**src/rtl/ebc_arb_pkg.sv**
```systemverilog
// Shared types and helpers for the EBC readout arbiters.
//   arb_state_e    : arbiter FSM state (idle / grant outstanding)
//   ARB_MODE_*     : values of the runtime mode select
//   onehot2bin     : one-hot to binary index, up to ARB_MAX_W lines
package ebc_arb_pkg;

  typedef enum logic [0:0] {ARB_IDLE, ARB_GRANT} arb_state_e;

  localparam logic ARB_MODE_RR    = 1'b0;
  localparam logic ARB_MODE_FIXED = 1'b1;

  // Widest requester vector the helper supports; callers zero-extend.
  localparam int ARB_MAX_W  = 64;
  localparam int ARB_MAX_AW = 6;

  // OR of the indices of all set bits; exact for a one-hot or zero input.
  function automatic logic [ARB_MAX_AW-1:0] onehot2bin(input logic [ARB_MAX_W-1:0] oh);
    logic [ARB_MAX_AW-1:0] b;
    b = '0;
    for (int i = 0; i < ARB_MAX_W; i++) begin
      if (oh[i]) b = b | ARB_MAX_AW'(i);
    end
    return b;
  endfunction

endpackage

```
**src/rtl/rr_group_arbiter_hs_priority_arb.sv**
```systemverilog
// Combinational lowest-index-first selector.
//   req : request vector
//   gnt : one-hot of the lowest set bit of req (zero when req is zero)
module Priority_arb #(
  parameter int WIDTH = 16
) (
  input  logic [WIDTH-1:0] req,
  output logic [WIDTH-1:0] gnt
);

  // Two's-complement trick: req & -req isolates the lowest set bit.
  assign gnt = req & (~req + 1'b1);

endmodule

```
**src/rtl/rr_group_arbiter_hs.sv**
```systemverilog
// Round-robin group arbiter with valid/ready grant handshake for EBC
// pixel-array readout (row or column axis).
//   clk_i, reset_i  : clock (rising edge), async active-high reset
//   enable_i        : arbitration enable; low clears everything next cycle
//   mode_i          : 0 = round-robin group scan, 1 = fixed priority
//   req_i           : level requests, one bit per line
//   gnt_ready_i     : downstream accepts the current grant
//   gnt_valid_o     : grant valid
//   gnt_o, add_o    : one-hot grant and its binary index (zero when invalid)
//   grp_release_o   : one-cycle pulse when a scan group is finished
//   grp_count_o     : grants accepted in the current group (saturating)
module rr_group_arbiter_hs
  import ebc_arb_pkg::*;
#(
  parameter int WIDTH  = 16,
  parameter int ADDR_W = $clog2(WIDTH)
) (
  input  logic              clk_i,
  input  logic              reset_i,
  input  logic              enable_i,
  input  logic              mode_i,
  input  logic [WIDTH-1:0]  req_i,
  input  logic              gnt_ready_i,
  output logic              gnt_valid_o,
  output logic [WIDTH-1:0]  gnt_o,
  output logic [ADDR_W-1:0] add_o,
  output logic              grp_release_o,
  output logic [ADDR_W:0]   grp_count_o
);

  localparam logic [WIDTH-1:0] ALL_ONES = '1;
  localparam logic [ADDR_W:0]  CNT_MAX  = (ADDR_W+1)'(WIDTH);

  arb_state_e        state, state_nxt;
  logic [WIDTH-1:0]  mask_q, mask_nxt;
  logic              mode_q, mode_nxt;
  logic [WIDTH-1:0]  mreq, pick, rr_mask;
  logic [WIDTH-1:0]  gnt_nxt;
  logic [ADDR_W-1:0] add_nxt, pick_add;
  logic              valid_nxt, release_nxt;
  logic [ADDR_W:0]   count_nxt;

  // Scan window after accepting add_o; widened so add_o=WIDTH-1 shifts
  // everything out instead of wrapping back to bit 0.
  assign rr_mask = ALL_ONES << ({1'b0, add_o} + 1'b1);

  // In GRANT the selector only matters on an accept, so the just-accepted
  // line is always excluded there.
  always_comb begin
    mreq = req_i & mask_q;
    if (state == ARB_GRANT) begin
      if (mode_q == ARB_MODE_FIXED) mreq = req_i & ~gnt_o;
      else                          mreq = req_i & rr_mask & ~gnt_o;
    end
  end

  Priority_arb #(.WIDTH(WIDTH)) u_prio (
    .req (mreq),
    .gnt (pick)
  );

  assign pick_add = ADDR_W'(onehot2bin(ARB_MAX_W'(pick)));

  always_comb begin
    state_nxt   = state;
    mask_nxt    = mask_q;
    mode_nxt    = mode_q;
    gnt_nxt     = gnt_o;
    add_nxt     = add_o;
    valid_nxt   = gnt_valid_o;
    release_nxt = 1'b0;
    count_nxt   = grp_count_o;
    if (!enable_i) begin
      // Abort: silent clear, no release pulse.
      state_nxt = ARB_IDLE;
      mask_nxt  = ALL_ONES;
      gnt_nxt   = '0;
      add_nxt   = '0;
      valid_nxt = 1'b0;
      count_nxt = '0;
    end else begin
      unique case (state)
        ARB_IDLE: begin
          // Count stays visible through the release pulse, cleared after it.
          if (grp_release_o) count_nxt = '0;
          if (mask_q == ALL_ONES) mode_nxt = mode_i;
          if (|mreq) begin
            gnt_nxt   = pick;
            add_nxt   = pick_add;
            valid_nxt = 1'b1;
            state_nxt = ARB_GRANT;
          end else if (mask_q != ALL_ONES) begin
            release_nxt = 1'b1;
            mask_nxt    = ALL_ONES;
            count_nxt   = '0;
          end
        end
        ARB_GRANT: begin
          if (gnt_ready_i) begin
            if (grp_count_o < CNT_MAX) count_nxt = grp_count_o + 1'b1;
            if (|mreq) begin
              gnt_nxt  = pick;
              add_nxt  = pick_add;
              mask_nxt = (mode_q == ARB_MODE_FIXED) ? ALL_ONES : rr_mask;
            end else begin
              gnt_nxt     = '0;
              add_nxt     = '0;
              valid_nxt   = 1'b0;
              release_nxt = 1'b1;
              mask_nxt    = ALL_ONES;
              state_nxt   = ARB_IDLE;
            end
          end
        end
        default: state_nxt = ARB_IDLE;
      endcase
    end
  end

  always_ff @(posedge clk_i or posedge reset_i) begin
    if (reset_i) begin
      state         <= ARB_IDLE;
      mask_q        <= ALL_ONES;
      mode_q        <= ARB_MODE_RR;
      gnt_o         <= '0;
      add_o         <= '0;
      gnt_valid_o   <= 1'b0;
      grp_release_o <= 1'b0;
      grp_count_o   <= '0;
    end else begin
      state         <= state_nxt;
      mask_q        <= mask_nxt;
      mode_q        <= mode_nxt;
      gnt_o         <= gnt_nxt;
      add_o         <= add_nxt;
      gnt_valid_o   <= valid_nxt;
      grp_release_o <= release_nxt;
      grp_count_o   <= count_nxt;
    end
  end

endmodule

```
**config.mk**
```make
export PLATFORM = sky130hd
export DESIGN_NAME = rr_group_arbiter_hs
export DESIGN_NICKNAME = d
export VERILOG_FILES = /design/src/rtl/ebc_arb_pkg.sv /design/src/rtl/rr_group_arbiter_hs_priority_arb.sv /design/src/rtl/rr_group_arbiter_hs.sv
export SDC_FILE = /design/constraint.sdc
export NUM_CORES = 1
export LEC_CHECK = 0
export CAP_MARGIN = 40
export CORE_AREA = 2 2 80 82
export DETAILED_ROUTE_END_ITERATION = 12
export DIE_AREA = 0 0 82 84
export GPL_ROUTABILITY_DRIVEN = 0
export PLACE_DENSITY = 0.79
export SETUP_SLACK_MARGIN = 0.02
export SYNTH_ARGS = -nofsm -noshare
export SYNTH_HDL_FRONTEND = slang
export SYNTH_HIERARCHICAL = 1
export SYNTH_SLANG_ARGS = --single-unit
```
**constraint.sdc**
```tcl
create_clock -name clk_i -period 4.51 [get_ports clk_i]
set_input_delay 1.353 -clock clk_i [delete_from_list [all_inputs] [get_ports clk_i]]
set_output_delay 1.353 -clock clk_i [all_outputs]
set_load 0.02 [all_outputs]
```
==> results by group, run 1 <==
Status
  • Status: finished clean

Floorplan
  • Die X: 82 um
  • Die area: 6890 um2
  • Starting Density: 53.1%
  • I/O pin total: 48
  • Rows: 29
  • Vert. Die Dim: 84 um
  • Core area: 6100 um2

STA
  • Clk_skew: 11.6 ps
  • Tmin final: 3920 ps
  • Peak Freq: 0.255 GHz
  • Slew @ Worst Pin: 678 ps
  • Crit share post-route: 86.9%
  • Max-slew violation count: 0
  • Slew margin rel.: 54.5%
  • Hold Violations, Final: 0
  • Final setup violation count: 0
  • RSZ-0062 raised after global routing: no
  • Setup TNS Final: 0 ps

Final layout
  • Multi-input logic area: 1900 um2
  • Fin nets: 408
  • Seq. cell area: 1150 um2
  • Layout area overhead: 20.2%
  • Antenna diodes: 0
  • Share of cells above drive strength 1: 16.7%
  • # fillers: 526
  • Fin area: 3890 um2

Yosys
  • Synth top area cells: dfrtp_1 22%, dfstp_2 13%, a32o_1 6.2%, a2bb2oi_2 4.6%, nor2b_1 3.1%
  • Primary FF master, synth: dfrtp_1
  • Post-synth EDFFs: 0
  • Yosys cell types: 73
  • Synth top area share: 22.4%
  • Biggest area consumer among synthesized cells: dfrtp_1
  • Sequential-to-total area share from yosys stat: 35.4%
  • #FFs+latches synth: 45
  • Synthesis Warnings: 6
  • Avg Inst Size Synth: 9.42 um2
  • Async set-reset flop share out of synthesis: 100%
  • Netlist Area Pre-Place: 3240 um2
  • Synth Net Count: 369
  • Synth Instances: 344

Worst setup path
  • Crit path max-delay family: simple AND/OR/NAND/NOR gates
  • Critical path data required time: 4740 ps
  • Crit-path cells: ha_1 > xnor2_2 > or2_1 > o21ai_0 > nor3_1 > a21oi_1 > nor2b_1 > or4_1 > nor4_1 > nor4_1 > nand2_1 > o221ai_1 > o211ai_1
  • Crit path buf inv count: 0
  • Crit path top cell by count: nor4_1
  • CP Capture Type: flip-flop
  • CP startpoint kind: flip-flop
  • CP max-delay cell: or4_1
  • CP max stage delay: 660 ps
  • Crit-path max FO: 14
  • WP data arrival: 4150 ps
  • WS Path Type: reg -> reg

Detailed routing
  • Wl on met1: 4070 um
  • Met2 WL: 4520 um
  • Met3 WL: 596 um
  • Final antenna-violating net count: 0
  • DR WL/cell: 20.4 um
  • DRT iter0 DRCs: 262
  • Total Wirelength: 9400 um
  • Drt pass-1 iters: 7
  • Number of vias per cell: 6.83
  • Highest layer used for signal routing: met4
  • Vias: 3148
  • DR DRC count: 0

Placement
  • Port buffer count: 47
  • Post-DP HPWL: 6910 um
  • DP Area: 3780 um2

Pwr
  • Worst VDD drop: 199 uV
  • Pwr/cell area: 273 nW/um2
  • Static leakage: 1.53 nW

Clock tree
  • Cts bufs inserted: 5
  • Worst-skew pair later-pin latency: 300 ps
  • Clk slew on worst S/H paths: 90 ps
  • Max Buffers Root-to-Sink: 2
  • Post-CTS Hold Fix Bufs: 0
  • CTS tree: done
  • Post-CTS setup buffer count: 0
  • Root buffer selected by CTS: clkbuf_8
  • Cts repair resizes: 0
  • H-Tree Depth: 2
  • CTS sink count: 45

Hold path
  • Hold crit path type: reg -> reg

Global routing
  • First-pass GRT wire length: 14600 um
  • Largest net degree at the start of global routing: 30
  • Global route overflow: 0
  • Initial antenna violation count: 0
  • Vias in the first global route: 2847
  • Total GRT Usage: 27.7%

Flow run
  • Max-Cap Viols: 0
## routing by layer
metal,vias to the layer above,track usage (%)
li1,1421,-
met1,1539,40.6
met2,164,42.0
met3,24,3.03
met4,0,9.39
met5,-,0
## report_power, final
group	internal [mW]	switching [mW]
Clock	0.181	0.139
Sequential	0.421	0.0366
Combinational	0.126	0.161
Total	0.728	0.336
## synth_stat cells, types with 3 or more instances
| master | count |
|---|---|
| nor4_1 | 11 |
| nand4_1 | 7 |
| nor4_2 | 3 |
| a2bb2oi_2 | 10 |
| nor3b_1 | 6 |
| a2bb2oi_1 | 5 |
| and3_1 | 3 |
| nor2b_1 | 16 |
| a21o_1 | 3 |
| clkbuf_1 | 10 |
| nand4b_1 | 4 |
| nand2_1 | 24 |
| nand3b_1 | 5 |
| dfrtp_1 | 29 |
| dfstp_2 | 16 |
| inv_1 | 16 |
| a31oi_1 | 7 |
| a211o_1 | 3 |
| nand2b_1 | 5 |
| o21ai_0 | 9 |
| a21oi_1 | 14 |
| nor3_1 | 12 |
| nor2_1 | 13 |
| o221ai_1 | 3 |
| or2_2 | 3 |
| or3b_2 | 3 |
| a32o_1 | 20 |
| a211oi_1 | 3 |
| nand3_1 | 6 |
| buf_2 | 10 |
| ha_1 | 4 |
| and2_1 | 3 |
## placed cells by master, fill, tap and decap left out, types with 4 or more instances in the layout
| cell | Yosys | routed |
|---|---|---|
| nor4_1 | 11 | 11 |
| ha_1 | 4 | 4 |
| clkdlybuf4s50_1 | 0 | 47 |
| nand3b_1 | 5 | 5 |
| nand2_1 | 24 | 24 |
| a31oi_1 | 7 | 7 |
| nand2b_1 | 5 | 5 |
| inv_1 | 16 | 15 |
| clkbuf_8 | 0 | 6 |
| a21oi_1 | 14 | 14 |
| dfrtp_1 | 29 | 29 |
| dfstp_2 | 16 | 16 |
| a2bb2oi_1 | 5 | 5 |
| nor3_1 | 12 | 12 |
| nand4_1 | 7 | 7 |
| a32o_1 | 20 | 20 |
| buf_4 | 2 | 9 |
| a2bb2oi_2 | 10 | 10 |
| nand4b_1 | 4 | 4 |
| nor2b_1 | 16 | 16 |
| nor2_1 | 13 | 13 |
| nor3b_1 | 6 | 6 |
| nand3_1 | 6 | 6 |
| o21ai_0 | 9 | 9 |
## stage by stage
stage | util [%] | setup slack (ps) | power [mW] | hold WS [ps] | instances
floorplan | - | 1020 | 0.650 | 464 | 344
global placement | 61.4 | 397 | 0.731 | 491 | 451
detailed placement | 62.0 | 345 | 0.744 | 501 | 453
CTS | 63.9 | 650 | 1.06 | 494 | 461
global route | 63.9 | 290 | 1.11 | 534 | 461
finish | 63.9 | 589 | 1.06 | 487 | 461
## cell families after synthesis
family | count (synthesis) | share of synthesized area, %
flops | 45 | 35.4
xor+xnor | 3 | 1.04
mux | 3 | 0.966
compound gates | 105 | 28.0
fa+ha+maj | 5 | 1.89
buf+inv | 42 | 5.95
simple gates | 141 | 26.8
## worst paths after layout
path	from	endpoint	depth (start not counted)	slack, ps
worst max-delay path	add_o[0]	add_o[3]	13	590
worst min-delay path	grp_release_o	grp_count_o[4]	1	490
worst max register to register	add_o[0]	add_o[3]	13	590
worst min register to register	grp_release_o	grp_count_o[4]	1	490
max in group asynchronous	reset_i	mask_q[15]	3	2720
min in group asynchronous	reset_i	add_o[3]	3	1400
## layout make-up
class,count,area share [%]
clock buffers,7,2.22
flip-flops and latches,45,29.4
well taps,77,2.47
clock inverters,1,0.771
inverters,16,1.54
multi-input cells,257,48.8
repair buffers,58,14.8
## state kept, by name (all words and copies together) (netlist names)
| signal | flops |
|---|---|
| mode_q | 1 |
| state | 1 |
| gnt_o | 16 |
| grp_count_o | 5 |
| grp_release_o | 1 |
| gnt_valid_o | 1 |
| add_o | 4 |
| mask_q | 16 |
Note: power is estimated with default switching activity, not from simulation.
==> inputs of run 2 (changes only) <==
--- a/config.mk
+++ b/config.mk
@@ -6,11 +6,11 @@
 export NUM_CORES = 1
 export LEC_CHECK = 0
 export CAP_MARGIN = 40
-export CORE_AREA = 2 2 80 82
+export CORE_AREA = 2 2 88 90
 export DETAILED_ROUTE_END_ITERATION = 12
-export DIE_AREA = 0 0 82 84
+export DIE_AREA = 0 0 90 92
 export GPL_ROUTABILITY_DRIVEN = 0
-export PLACE_DENSITY = 0.79
+export PLACE_DENSITY = 0.67
 export SETUP_SLACK_MARGIN = 0.02
 export SYNTH_ARGS = -nofsm -noshare
 export SYNTH_HDL_FRONTEND = slang
==> run 2 against run 1 <==
Net effect:
- wire length fell by 2.3%
- register-to-register slack improved by 70 ps
- global-route usage fell by 5.5 points
- cell count rose by 5.6%
- largest power group unchanged
==> results by group, run 2 (same netlist as run 1, synthesis figures left out) <==
Floorplan
  • Die area: 8280 um2 (was 6890 um2)
  • I/O pin total: 48 (unchanged)
  • Vert. Die Dim: 92 um (was 84 um)
  • Core area: 7450 um2 (was 6100 um2)
  • Rows: 32 (was 29)
  • Die X: 90 um (was 82 um)
  • Starting Density: 43.5% (was 53.1%)

Final layout
  • Registers with the most flip-flops: gnt_o: 16 flops, mask_q: 16 flops, grp_count_o: 5 flops (unchanged)
  • Most frequent cells in the layout: 47 x clkdlybuf4s50_1, 29 x dfrtp_1, 24 x nand2_1 (unchanged)
  • Fin area: 3900 um2 (was 3890 um2)
  • Fin nets: 409 (was 408)
  • Layout area overhead: 20.3% (was 20.2%)
  • Multi-input logic area: 1900 um2 (unchanged)
  • Antenna diodes: 0 (unchanged)
  • Seq. cell area: 1150 um2 (unchanged)
  • Leading cell type in the layout, fill and taps excluded: clkdlybuf4s50_1 (unchanged)
  • # fillers: 716 (was 526)
  • Share of cells above drive strength 1: 17.4% (was 16.7%)
  • Post-Route Utilization: 52.3% (was 63.9%)

STA
  • Peak Freq: 0.259 GHz (was 0.255 GHz)
  • Slew margin rel.: 54.2% (was 54.5%)
  • Clk_skew: 2.86 ps (was 11.6 ps)
  • RSZ-0062 raised after global routing: no (unchanged)
  • Final setup violation count: 0 (unchanged)
  • Slew @ Worst Pin: 687 ps (was 678 ps)
  • Tmin final: 3870 ps (was 3920 ps)
  • Max-slew violation count: 0 (unchanged)
  • Hold Violations, Final: 0 (unchanged)
  • Crit share post-route: 85.7% (was 86.9%)
  • Setup TNS Final: 0 ps (unchanged)

Detailed routing
  • DR WL/cell: 18.9 um (was 20.4 um)
  • Vias: 2986 (was 3148)
  • Final antenna-violating net count: 0 (unchanged)
  • DRT iter0 DRCs: 193 (was 262)
  • DR DRC count: 0 (unchanged)
  • Wl on met1: 4420 um (was 4070 um)
  • Met3 WL: 452 um (was 596 um)
  • Total Wirelength: 9190 um (was 9400 um)
  • Highest layer used for signal routing: met4 (unchanged)
  • Met2 WL: 4260 um (was 4520 um)
  • Drt pass-1 iters: 5 (was 7)
  • Number of vias per cell: 6.13 (was 6.83)

Clock tree
  • Cts repair resizes: 0 (unchanged)
  • Clk slew on worst S/H paths: 80 ps (was 90 ps)
  • H-Tree Depth: 2 (unchanged)
  • CTS sink count: 45 (unchanged)
  • Post-CTS Hold Fix Bufs: 0 (unchanged)
  • Root buffer selected by CTS: clkbuf_8 (unchanged)
  • Post-CTS setup buffer count: 0 (unchanged)
  • Worst-skew pair later-pin latency: 300 ps (about the same)
  • Cts bufs inserted: 5 (unchanged)
  • CTS tree: done (unchanged)
  • Max Buffers Root-to-Sink: 2 (unchanged)

Pwr
  • Pint: 654 uW (was 728 uW)
  • Net switching power: 337 uW (was 336 uW)
  • Sw Ratio: 34.0% (was 31.6%)
  • Worst VDD drop: 139 uV (was 199 uV)
  • Combinational Power Share: 28.9% (was 27.0%)
  • Power, Total: 991 uW (was 1.06 mW)
  • Sequential share of power: 46.0% (was 43.0%)
  • Clock network fraction of total power: 25.1% (was 30.0%)
  • Static leakage: 1.52 nW (was 1.53 nW)
  • Pwr/cell area: 254 nW/um2 (was 273 nW/um2)

Worst setup path
  • Crit-path max FO: 6 (was 14)
  • WP data arrival: 4060 ps (was 4150 ps)
  • Reg2Reg Depth: 13 (unchanged)
  • Critical path data required time: 4700 ps (was 4740 ps)
  • Reg2reg setup slack: 660 ps (was 590 ps)
  • CP startpoint kind: input pin (was flip-flop)
  • CP Capture Type: flip-flop (unchanged)
  • WS Path Type: in -> reg (was reg -> reg)

Placement
  • DP Area: 3810 um2 (was 3780 um2)
  • Post-DP HPWL: 6920 um (was 6910 um)
  • Port buffer count: 47 (unchanged)

Global routing
  • First-pass GRT wire length: 14800 um (was 14600 um)
  • Vias in the first global route: 2741 (was 2847)
  • Largest net degree at the start of global routing: 30 (unchanged)
  • Global route overflow: 0 (unchanged)
  • Initial antenna violation count: 0 (unchanged)
  • Total GRT Usage: 22.1% (was 27.7%)

Flow run
  • Max-Cap Viols: 0 (unchanged)

Hold path
  • Hold Path Stages: 1 (unchanged)
  • Hold crit path type: reg -> reg (unchanged)

Status
  • Status: finished clean (unchanged)
## run 2: power by group through the flow
stage	logic [mW]	registers, mW	clock network (mW)
after floorplan	0.197	0.453	0
after global placement	0.275	0.464	0
after detailed placement	0.283	0.463	0
after CTS	0.285	0.456	0.257
after global routing	0.309	0.461	0.275
final	0.286	0.456	0.249
## run 2: stage by stage
stage | setup slack [ps] | hold WS, ps | std cells
6_report | 644 | 509 | 487
2_1_floorplan | 1020 | 464 | 344
3_5_place_dp | 314 | 498 | 479
4_1_cts | 630 | 509 | 487
3_3_place_gp | 382 | 493 | 477
5_1_grt | 362 | 529 | 487
## run 2: layer usage
layer | vias up | global-route usage [%]
met2 | 82 | 33.4
met5 | - | 0
met1 | 1475 | 33.4
li1 | 1424 | -
met4 | 0 | 4.10
met3 | 5 | 3.94
## run 2: critical path: stages
cell and delay [ps]:
clkdlybuf4s50_1 450, nor2b_1 170, maj3_2 310, o221ai_1 160, a31oi_1 170, or4b_1 680
o311a_1 460, a211o_1 310
## run 2: worst paths after layout
kind                          startpoint        endpoint
max in group asynchronous        reset_i       mask_q[2]
setup reg to reg                add_o[0]        add_o[3]
setup / recovery                req_i[5]  grp_count_o[0]
hold / removal             grp_release_o  grp_count_o[4]
hold reg to reg            grp_release_o  grp_count_o[4]
min in group asynchronous        reset_i          mode_q
## run 2: cell type report
| type | instances | area share, % |
|---|---|---|
| Clock inverter | 3 | 0.450 |
| Tap cell | 102 | 3.28 |
| Multi-Input combinational cell | 257 | 48.8 |
| Clock buffer | 5 | 1.77 |
| Sequential cell | 45 | 29.4 |
| Inverter | 16 | 1.54 |
| Timing Repair Buffer | 59 | 14.8 |
